**src/rtl/gaussian_window_ctrl.sv**
```systemverilog
`default_nettype none
// ============================================================================
// gaussian_window_ctrl : raster-scan read/write address controller for K x K
// sliding-window filters.   Revision: 1.0
// ============================================================================
module gaussian_window_ctrl #(
  parameter int ADDRLEN  = 21,
  parameter int DIMLEN   = 11,
  parameter int KSIZE    = 7,
  parameter int RD_LAT   = 1,
  parameter int CORE_LAT = 1,
  parameter int CNTLEN   = 21
) (
  input  logic               clk,
  input  logic               rst,
  input  logic               start,
  input  logic               pause,
  input  logic [DIMLEN-1:0]  cfg_rows,
  input  logic [DIMLEN-1:0]  cfg_cols,
  input  logic [ADDRLEN-1:0] cfg_rd_base,
  input  logic [ADDRLEN-1:0] cfg_wr_base,
  output logic               rd_en,
  output logic [ADDRLEN-1:0] rd_addr,
  output logic               wr_en,
  output logic [ADDRLEN-1:0] wr_addr,
  output logic               busy,
  output logic               done,
  output logic               err,
  output logic [CNTLEN-1:0]  win_count
);

  localparam int HALF = (KSIZE - 1) / 2;
  localparam int LAT  = RD_LAT + CORE_LAT;
  localparam int DCW  = (LAT > 1) ? $clog2(LAT) : 1;
  localparam logic [DIMLEN-1:0] KDIM = DIMLEN'(KSIZE);

  typedef enum logic [1:0] {
    S_IDLE  = 2'd0,
    S_RUN   = 2'd1,
    S_DRAIN = 2'd2,
    S_DONE  = 2'd3
  } state_t;

  state_t             state_q;
  logic               run_q;
  logic               busy_q;
  logic               done_q;
  logic               err_q;
  logic [DIMLEN-1:0]  i_q;
  logic [DIMLEN-1:0]  j_q;
  logic [DIMLEN-1:0]  ilim_q;
  logic [DIMLEN-1:0]  jlim_q;
  logic [ADDRLEN-1:0] cols_q;
  logic [ADDRLEN-1:0] rrow_q;
  logic [ADDRLEN-1:0] raddr_q;
  logic [ADDRLEN-1:0] off_q;
  logic [DCW-1:0]     drain_q;
  logic [CNTLEN-1:0]  cnt_q;
  logic [LAT-1:0]     vld_q;
  logic [ADDRLEN-1:0] wa_q [LAT];

  logic [ADDRLEN-1:0] cols_ext_d;
  logic [ADDRLEN-1:0] off_d;
  logic [ADDRLEN-1:0] row_next_d;
  logic               issue_d;
  logic               last_col_d;
  logic               last_pos_d;
  logic               cfg_ok_d;

  // Write address = read address + constant offset; HALF*cols built from adds.
  always_comb begin
    cols_ext_d = ADDRLEN'(cfg_cols);
    off_d      = cfg_wr_base - cfg_rd_base + ADDRLEN'(HALF);
    for (int k = 0; k < HALF; k++) begin
      off_d = off_d + cols_ext_d;
    end
  end

  assign issue_d    = run_q & ~pause;
  assign last_col_d = (j_q == jlim_q);
  assign last_pos_d = last_col_d && (i_q == ilim_q);
  assign row_next_d = rrow_q + cols_q;
  assign cfg_ok_d   = (cfg_rows >= KDIM) && (cfg_cols >= KDIM);

  always_ff @(posedge clk) begin
    if (rst) begin
      state_q <= S_IDLE;
      run_q   <= 1'b0;
      busy_q  <= 1'b0;
      done_q  <= 1'b0;
      err_q   <= 1'b0;
      i_q     <= '0;
      j_q     <= '0;
      ilim_q  <= '0;
      jlim_q  <= '0;
      cols_q  <= '0;
      rrow_q  <= '0;
      raddr_q <= '0;
      off_q   <= '0;
      drain_q <= '0;
      cnt_q   <= '0;
    end else begin
      done_q <= 1'b0;
      if (vld_q[LAT-1]) begin
        cnt_q <= cnt_q + CNTLEN'(1);
      end
      unique case (state_q)
        S_IDLE: begin
          if (start) begin
            cnt_q   <= '0;
            cols_q  <= cols_ext_d;
            ilim_q  <= cfg_rows - KDIM;
            jlim_q  <= cfg_cols - KDIM;
            rrow_q  <= cfg_rd_base;
            raddr_q <= cfg_rd_base;
            off_q   <= off_d;
            i_q     <= '0;
            j_q     <= '0;
            if (cfg_ok_d) begin
              state_q <= S_RUN;
              run_q   <= 1'b1;
              busy_q  <= 1'b1;
              err_q   <= 1'b0;
            end else begin
              state_q <= S_DONE;
              done_q  <= 1'b1;
              err_q   <= 1'b1;
            end
          end
        end
        S_RUN: begin
          if (issue_d) begin
            if (last_pos_d) begin
              state_q <= S_DRAIN;
              run_q   <= 1'b0;
              drain_q <= DCW'(LAT - 1);
            end else if (last_col_d) begin
              j_q     <= '0;
              i_q     <= i_q + DIMLEN'(1);
              rrow_q  <= row_next_d;
              raddr_q <= row_next_d;
            end else begin
              j_q     <= j_q + DIMLEN'(1);
              raddr_q <= raddr_q + ADDRLEN'(1);
            end
          end
        end
        S_DRAIN: begin
          // Leave once only the final write remains in the last stage.
          if (drain_q == '0) begin
            state_q <= S_DONE;
            busy_q  <= 1'b0;
            done_q  <= 1'b1;
          end else begin
            drain_q <= drain_q - DCW'(1);
          end
        end
        S_DONE: begin
          state_q <= S_IDLE;
        end
        default: begin
          state_q <= S_IDLE;
        end
      endcase
    end
  end

  always_ff @(posedge clk) begin
    if (rst) begin
      vld_q <= '0;
      for (int k = 0; k < LAT; k++) begin
        wa_q[k] <= '0;
      end
    end else begin
      vld_q[0] <= issue_d;
      wa_q[0]  <= raddr_q + off_q;
      for (int k = 1; k < LAT; k++) begin
        vld_q[k] <= vld_q[k-1];
        wa_q[k]  <= wa_q[k-1];
      end
    end
  end

  assign rd_en     = issue_d;
  assign rd_addr   = raddr_q;
  assign wr_en     = vld_q[LAT-1];
  assign wr_addr   = wa_q[LAT-1];
  assign busy      = busy_q;
  assign done      = done_q;
  assign err       = err_q;
  assign win_count = cnt_q;

endmodule

`default_nettype wire

```
**config.mk**
```make
export PLATFORM = sky130hd
export DESIGN_NAME = gaussian_window_ctrl
export DESIGN_NICKNAME = d
export VERILOG_FILES = /design/src/rtl/gaussian_window_ctrl.sv
export SDC_FILE = /design/constraint.sdc
export NUM_CORES = 1
export LEC_CHECK = 0
export CORE_MARGIN = 5
export CORE_UTILIZATION = 50
export CTS_CLUSTER_DIAMETER = 50
export DETAILED_ROUTE_END_ITERATION = 7
export GPL_ROUTABILITY_DRIVEN = 0
export PLACE_DENSITY = 0.73
export SETUP_SLACK_MARGIN = 0.15
export SLEW_MARGIN = 20
export SYNTH_ARGS = -nofsm -noshare
export SYNTH_HDL_FRONTEND = slang
export SYNTH_SLANG_ARGS = --single-unit
export TNS_END_PERCENT = 50
```
**constraint.sdc**
```tcl
create_clock -name clk -period 11.77 [get_ports clk]
set_input_delay 1.7655 -clock clk [delete_from_list [all_inputs] [get_ports clk]]
set_output_delay 1.7655 -clock clk [all_outputs]
set_load 0.1 [all_outputs]
```
==> flow_metrics.tcl, run 1 <==
set metrics [dict create \
    async_reset_ff_share_pct 0 \
    yosysMostFrequentCell "dfxtp_1" \
    max_freq_mhz 177 \
    synth_area_leaders "dfxtp_1 33%, ha_1 10%, xnor2_1 6.2%, nor2_1 5.4%, a21oi_1 4.6%" \
    ys_seq_elements 190 \
    wl_mm 28.7 \
    ant_nets 0 \
    ys_types 70 \
    initial_core_util_pct 50.7 \
    finalCritPeriodShare_pct 47.9 \
    placed_area_mm2 0.0128 \
    synth_top_family_by_area "simple AND/OR/NAND/NOR gates" \
    tightest_slew_ps 1020 \
    synth_edf_count 0 \
    clock_latency_ps 440 \
    fin_ws_ps 6130 \
    p_leak_nw 5.29 \
    critical_path_peak_fanout 8 \
    rows 55 \
    ctsHoldBuffers 0 \
    crit_arrival_ps 5970 \
    syn-instance-count 1344 \
    grt_setup_unrepaired "no" \
    synth_nets 1529 \
    grt_max_degree 74 \
    finalInstanceArea_mm2 0.0134 \
    antenna_cells 0 \
    vias_per_cell 5.68 \
    critPathLaunchType "primary input" \
    outcome "finished, final reports clean" \
    dp_worst_setup_slack_ps 5660 \
    nNetsFinal 1613 \
    p_per_area_mw_per_mm2 231 \
    synth-main-ff-cell "dfxtp_1" \
    cts_sinks 190 \
    cts_setup_buffers 0 \
    cts_made_buffers 17 \
    dpl.hpwl_mm 21.6 \
    dr.pass1.iters 7 \
    endpoint_kind "register" \
    ctsHtreeMaxLevel 4 \
    muxShareOfSynthArea_pct 0.350 \
    synth-simple-area-share_pct 19.1 \
    synth_top_area_share_pct 33.2 \
    drt_iter0_drc 620 \
    hold_viol_final 0 \
    hold_class "register to register" \
    path_class "primary input to register" \
    grt_overflow 0 \
    ys_top_cells_by_count "190 x dfxtp_1, 166 x nor2_1, 111 x nand2_1" \
    relSlewSlack_pct 31.7 \
    setup-tns-final_ps 0 \
    final_layout_size_suffix_gt1_share_pct 3.89 \
    core_area_mm2 0.0226 \
    cts_tree "done" \
    ir_worst_vdd_mv 0.129 \
    maxCapViolCount 0 \
    cts_buffer_depth 2 \
    grt_pass1_vias 9196 \
    fin_crit_ps 5640 \
    grtUsageTotal_pct 22.0 \
    wl_per_cell_um 16.6 \
    synth_compound_area_share_pct 18.2 \
    cp.required_ps 12100 \
    cts_resized 0 \
    synth_area_mm2 0.0114 \
    synth_xor_area_share_pct 9.87 \
    portBuffers 135 \
    p_total_mw 3.10 \
    hold_ws_ps 435 \
    die_w_um 161 \
    dieArea_mm2 0.0260 \
    grt_pass1_wl_mm 46.9 \
    clockRootBuffer "clkbuf_16" \
    synth_fa_ha_area_share_pct 14.4 \
    synth_top_area_cell "dfxtp_1" \
    setup_violations 0 \
    drv_slew 0 \
    syn_area_per_cell_um2 8.51 \
    io_pins 136 \
    seq_area_frac_synth_pct 33.2 \
    grt_antenna_before_repair 0 \
    dr_total_vias 9812 \
    drc 0 \
    ys.warnings.count 0 \
    clk_pin_slew_worst_paths_ps 70 \
    die_h_um 161 \
    skew_ps 17.2 \
    area_growth_pct 17.5 \
]
## worst max-delay path, cell delays in order
cell and delay [ps]:
clkdlybuf4s50_1 600, fa_1 640, fa_1 420, ha_1 310
ha_1 250, fa_1 430, a211oi_1 330, o21ai_0 140
and3_1 210, a31oi_1 230, nand3_1 140, a31oi_1 220
xnor2_1 90, a22o_1 200
## cell type report
type	instances	area, µm²
Clock buffer	19	443
Sequential cell	190	3800
Timing Repair Buffer	142	1400
Clock inverter	13	170
Tap cell	285	357
Multi-Input combinational cell	1031	7090
Inverter	46	173
Fill cell	2024	9130
## layer usage
metal	up-vias	GRT usage [%]	part of all wire, %
li1	4864	-	-
met1	4578	31.2	47
met2	323	34.2	44
met3	47	3.75	7.1
met4	0	7.06	2.2
met5	-	0	0
## through the flow
step / instances / util, %
2_1_floorplan: 1344 / -
3_3_place_gp: 1694 / 56.8
3_5_place_dp: 1694 / 56.8
4_1_cts: 1726 / 59.5
5_1_grt: 1726 / 59.5
6_report: 1726 / 59.5
## placed cells by master, fill, tap and decap left out, types with 4 or more instances in the layout
cell and instances:
a211o_1 6, a211oi_1 38, a21o_1 17, a21oi_1 106
a22o_1 6, a22oi_1 4, a311oi_1 9, a31oi_1 14
and3_1 21, and4_1 5, buf_4 8, clkbuf_16 17
clkdlybuf4s50_1 134, dfxtp_1 190, fa_1 25, ha_1 92
inv_1 45, mux2i_1 4, nand2_1 111, nand2b_1 15
nand3_1 34, nand4_1 26, nor2_1 166, nor2b_1 33
nor3_1 22, nor4_1 4, o211ai_1 5, o21a_1 14
o21ai_0 49, o21bai_1 5, o22ai_1 7, or3_1 10
xnor2_1 81, xor2_1 46
## logic make-up after synthesis
logic type               count (synthesis)
AO/OA/AOI/OAI                          318
XOR/XNOR                               128
buffers and inverters                  123
AND/OR/NAND/NOR                        464
adder cells (fa/ha/maj)                117
multiplexers                             4
flip-flops                             190
## registers in the layout, indices dropped and copies added, names as in the netlist, 2 cells and up
signal and flops:
off_q 21, rd_addr 21, state_q 2, cols_q 11, win_count 21, vld_q 2
i_q 11, j_q 11, wa_q 42, rrow_q 21, ilim_q 11, jlim_q 11
## worst paths after layout
kind,from,to,slack (ps),cells past startpoint
max,cfg_cols[2],off_q[17],6130,14
min,wa_q[0][2],wa_q[0][23],430,1
max reg2reg,state_q[1],rd_addr[20],8130,9
min reg2reg,wa_q[0][2],wa_q[0][23],430,1
## power by group
group / internal (mW) / leakage [nW] / switching [mW]
sequential: 0.802 / 1.55 / 0.146
clock: 0.328 / 0.297 / 0.270
combinational: 0.523 / 3.44 / 1.03
total: 1.65 / 5.29 / 1.45
No activity file was read; power rests on OpenSTA's default activity.
==> run 2, diff against run 1 <==
--- a/config.mk
+++ b/config.mk
@@ -10,7 +10,7 @@
 export CTS_CLUSTER_DIAMETER = 50
 export DETAILED_ROUTE_END_ITERATION = 7
 export GPL_ROUTABILITY_DRIVEN = 0
-export PLACE_DENSITY = 0.73
+export PLACE_DENSITY = 0.75
 export SETUP_SLACK_MARGIN = 0.15
 export SLEW_MARGIN = 20
 export SYNTH_ARGS = -nofsm -noshare
==> constraint.sdc (replaced) <==
create_clock -name clk -period 5.1 [get_ports clk]
set_input_delay 0.765 -clock clk [delete_from_list [all_inputs] [get_ports clk]]
set_output_delay 0.765 -clock clk [all_outputs]
set_load 0.1 [all_outputs]
==> run 2 against run 1 <==
Effect of this change: global-route usage is 0.13 points higher; register-to-register slack worse by 6300 ps; worst hold slack better by 2.1 ps; total power is 130% higher; largest power group unchanged; highest routed layer unchanged.
==> flow_metrics.tcl, run 2 (synthesis results as in run 1) <==
set metrics [dict create \
    clockPowerShare_pct 18.3 \
    p_sw_mw 3.33 \
    place_inst 1702 \
    final_common_cell "dfxtp_1" \
    max_freq_mhz 218 \
    worst_path_max_delay_cell "fa_1" \
    outcome "finished, final reports clean" \
    grt_overflow 0 \
    clk_pin_slew_worst_paths_ps 70 \
    hold_viol_final 0 \
    grt_pass1_wl_mm 47.3 \
    initial_core_util_pct 50.7 \
    clock_latency_ps 430 \
    maxCapViolCount 0 \
    fill_cells 2022 \
    vias_per_cell 5.67 \
    rows 55 \
    ctsHtreeMaxLevel 4 \
    critical-path-max-stage-delay_ps 600 \
    wl_mm 29.1 \
    clockRootBuffer "clkbuf_16" \
    core_area_mm2 0.0226 \
    swShare_pct 46.7 \
    reg2regPathDepth 9 \
    ctsHoldBuffers 0 \
    cp.required_ps 5450 \
    die_h_um 161 \
    cts_tree "done" \
    path_class "primary input to register" \
    stdcell_count 1734 \
    nNetsFinal 1621 \
    fin_crit_ps 4600 \
    grt_max_degree 55 \
    critPathLaunchType "primary input" \
    seqPwrFrac_pct 30.7 \
    critical_path_peak_fanout 4 \
    r2r-end "rd_addr[16]" \
    area_growth_pct 17.7 \
    path_cells "clkdlybuf4s50_1, fa_1, fa_1, ha_1, ha_1, a211o_1, a2111oi_2, nor3_1, o31a_1, nand4_1, a211oi_1, a41o_1, a221oi_2" \
    endpoint_kind "register" \
    cts_sinks 190 \
    dr_total_vias 9833 \
    crit_end "off_q[20]" \
    setup-tns-final_ps 0 \
    grtUsageTotal_pct 22.1 \
    wl_per_cell_um 16.8 \
    regMostFlops "wa_q" \
    critPathTopFamily "adder cells" \
    reg2reg_slack_ps 1810 \
    p_per_area_mw_per_mm2 529 \
    layout_common_cells "190 x dfxtp_1, 166 x nor2_1, 134 x clkdlybuf4s50_1" \
    dr.pass1.iters 5 \
    dpl.hpwl_mm 21.9 \
    relSlewSlack_pct 32.1 \
    ant_nets 0 \
    largest_reg_flops 42 \
    portBuffers 135 \
    ir_worst_vdd_mv 0.257 \
    dieArea_mm2 0.0260 \
    cts_made_buffers 17 \
    grt_antenna_before_repair 1 \
    hold_class "register to register" \
    die_w_um 161 \
    tightest_slew_ps 1010 \
    setup_violations 0 \
    final_layout_size_suffix_gt1_share_pct 4.35 \
    cp.depth 13 \
    drv_slew 0 \
    cts_setup_buffers 0 \
    cts_buffer_depth 2 \
    drc 0 \
    grt_pass1_vias 9440 \
    crit_start "cfg_cols[3]" \
    drt_iter0_drc 710 \
    reg2reg_from "state_q[1]" \
    io_pins 136 \
    skew_ps 8.76 \
    crit_arrival_ps 4950 \
    p_comb_share_pct 51.0 \
    grt_setup_unrepaired "no" \
    worst-path-buf-inv 1 \
    intPower_mw 3.79 \
    hp-start "wa_q[0][3]" \
    finalCritPeriodShare_pct 90.2 \
    p_leak_nw 5.31 \
    cts_resized 0 \
]
-- run 2: changes by cell type in the layout (fill, tap and decap cells not counted), sizes merged --
cell,previous run,this run
buf,8,16
inv,51,48
bufinv,2,1
clkbuf,19,21
diode,0,1
clkinv,5,6
-- run 2: final cells by class --
type,count,area [µm²],area share [%]
flip-flops and latches,190,3800,28.2
clock inverters,10,106,0.790
repair buffers,150,1460,10.9
inverters,46,173,1.28
diodes,1,2.50,0.0186
multi-input cells,1031,7090,52.7
well taps,285,357,2.65
clock buffers,21,470,3.49
-- run 2: worst min path at each step --
stage	end	depth (start not counted)
finish	wa_q[0][24]	1
global route	vld_q[1]	1
CTS	wa_q[0][24]	1
detailed placement	wa_q[0][24]	1
global placement	wa_q[0][38]	1
floorplan	vld_q[1]	1
-- run 2: layer usage --
metal  global-route usage [%]  share of wire (%)  vias to the layer above
met5                        0                  0                        -
met2                     34.0                 43                      362
met1                     31.5                 46                     4524
met4                     7.72                2.1                        0
li1                         -                  -                     4901
met3                     3.85                8.1                       46
-- run 2: stage by stage --
step	hold WS, ps	setup slack (ps)	utilization [%]	area (µm²)	power (mW)
after detailed placement	425	44.6	57.1	12900	5.78
after global routing	461	301	59.7	13500	7.56
after floorplan	414	940	-	11400	4.90
after CTS	441	527	59.6	13500	7.10
after global placement	418	149	57.1	12900	5.71
final	437	502	59.7	13500	7.12
-- run 2: power by group through the flow --
stage          Clock [mW]  Sequential, mW  Combinational, mW
3_3_place_gp            0            2.20               3.52
4_1_cts              1.32            2.17               3.60
2_1_floorplan           0            2.57               2.33
6_report             1.30            2.18               3.64
5_1_grt              1.38            2.23               3.94
3_5_place_dp            0            2.21               3.57
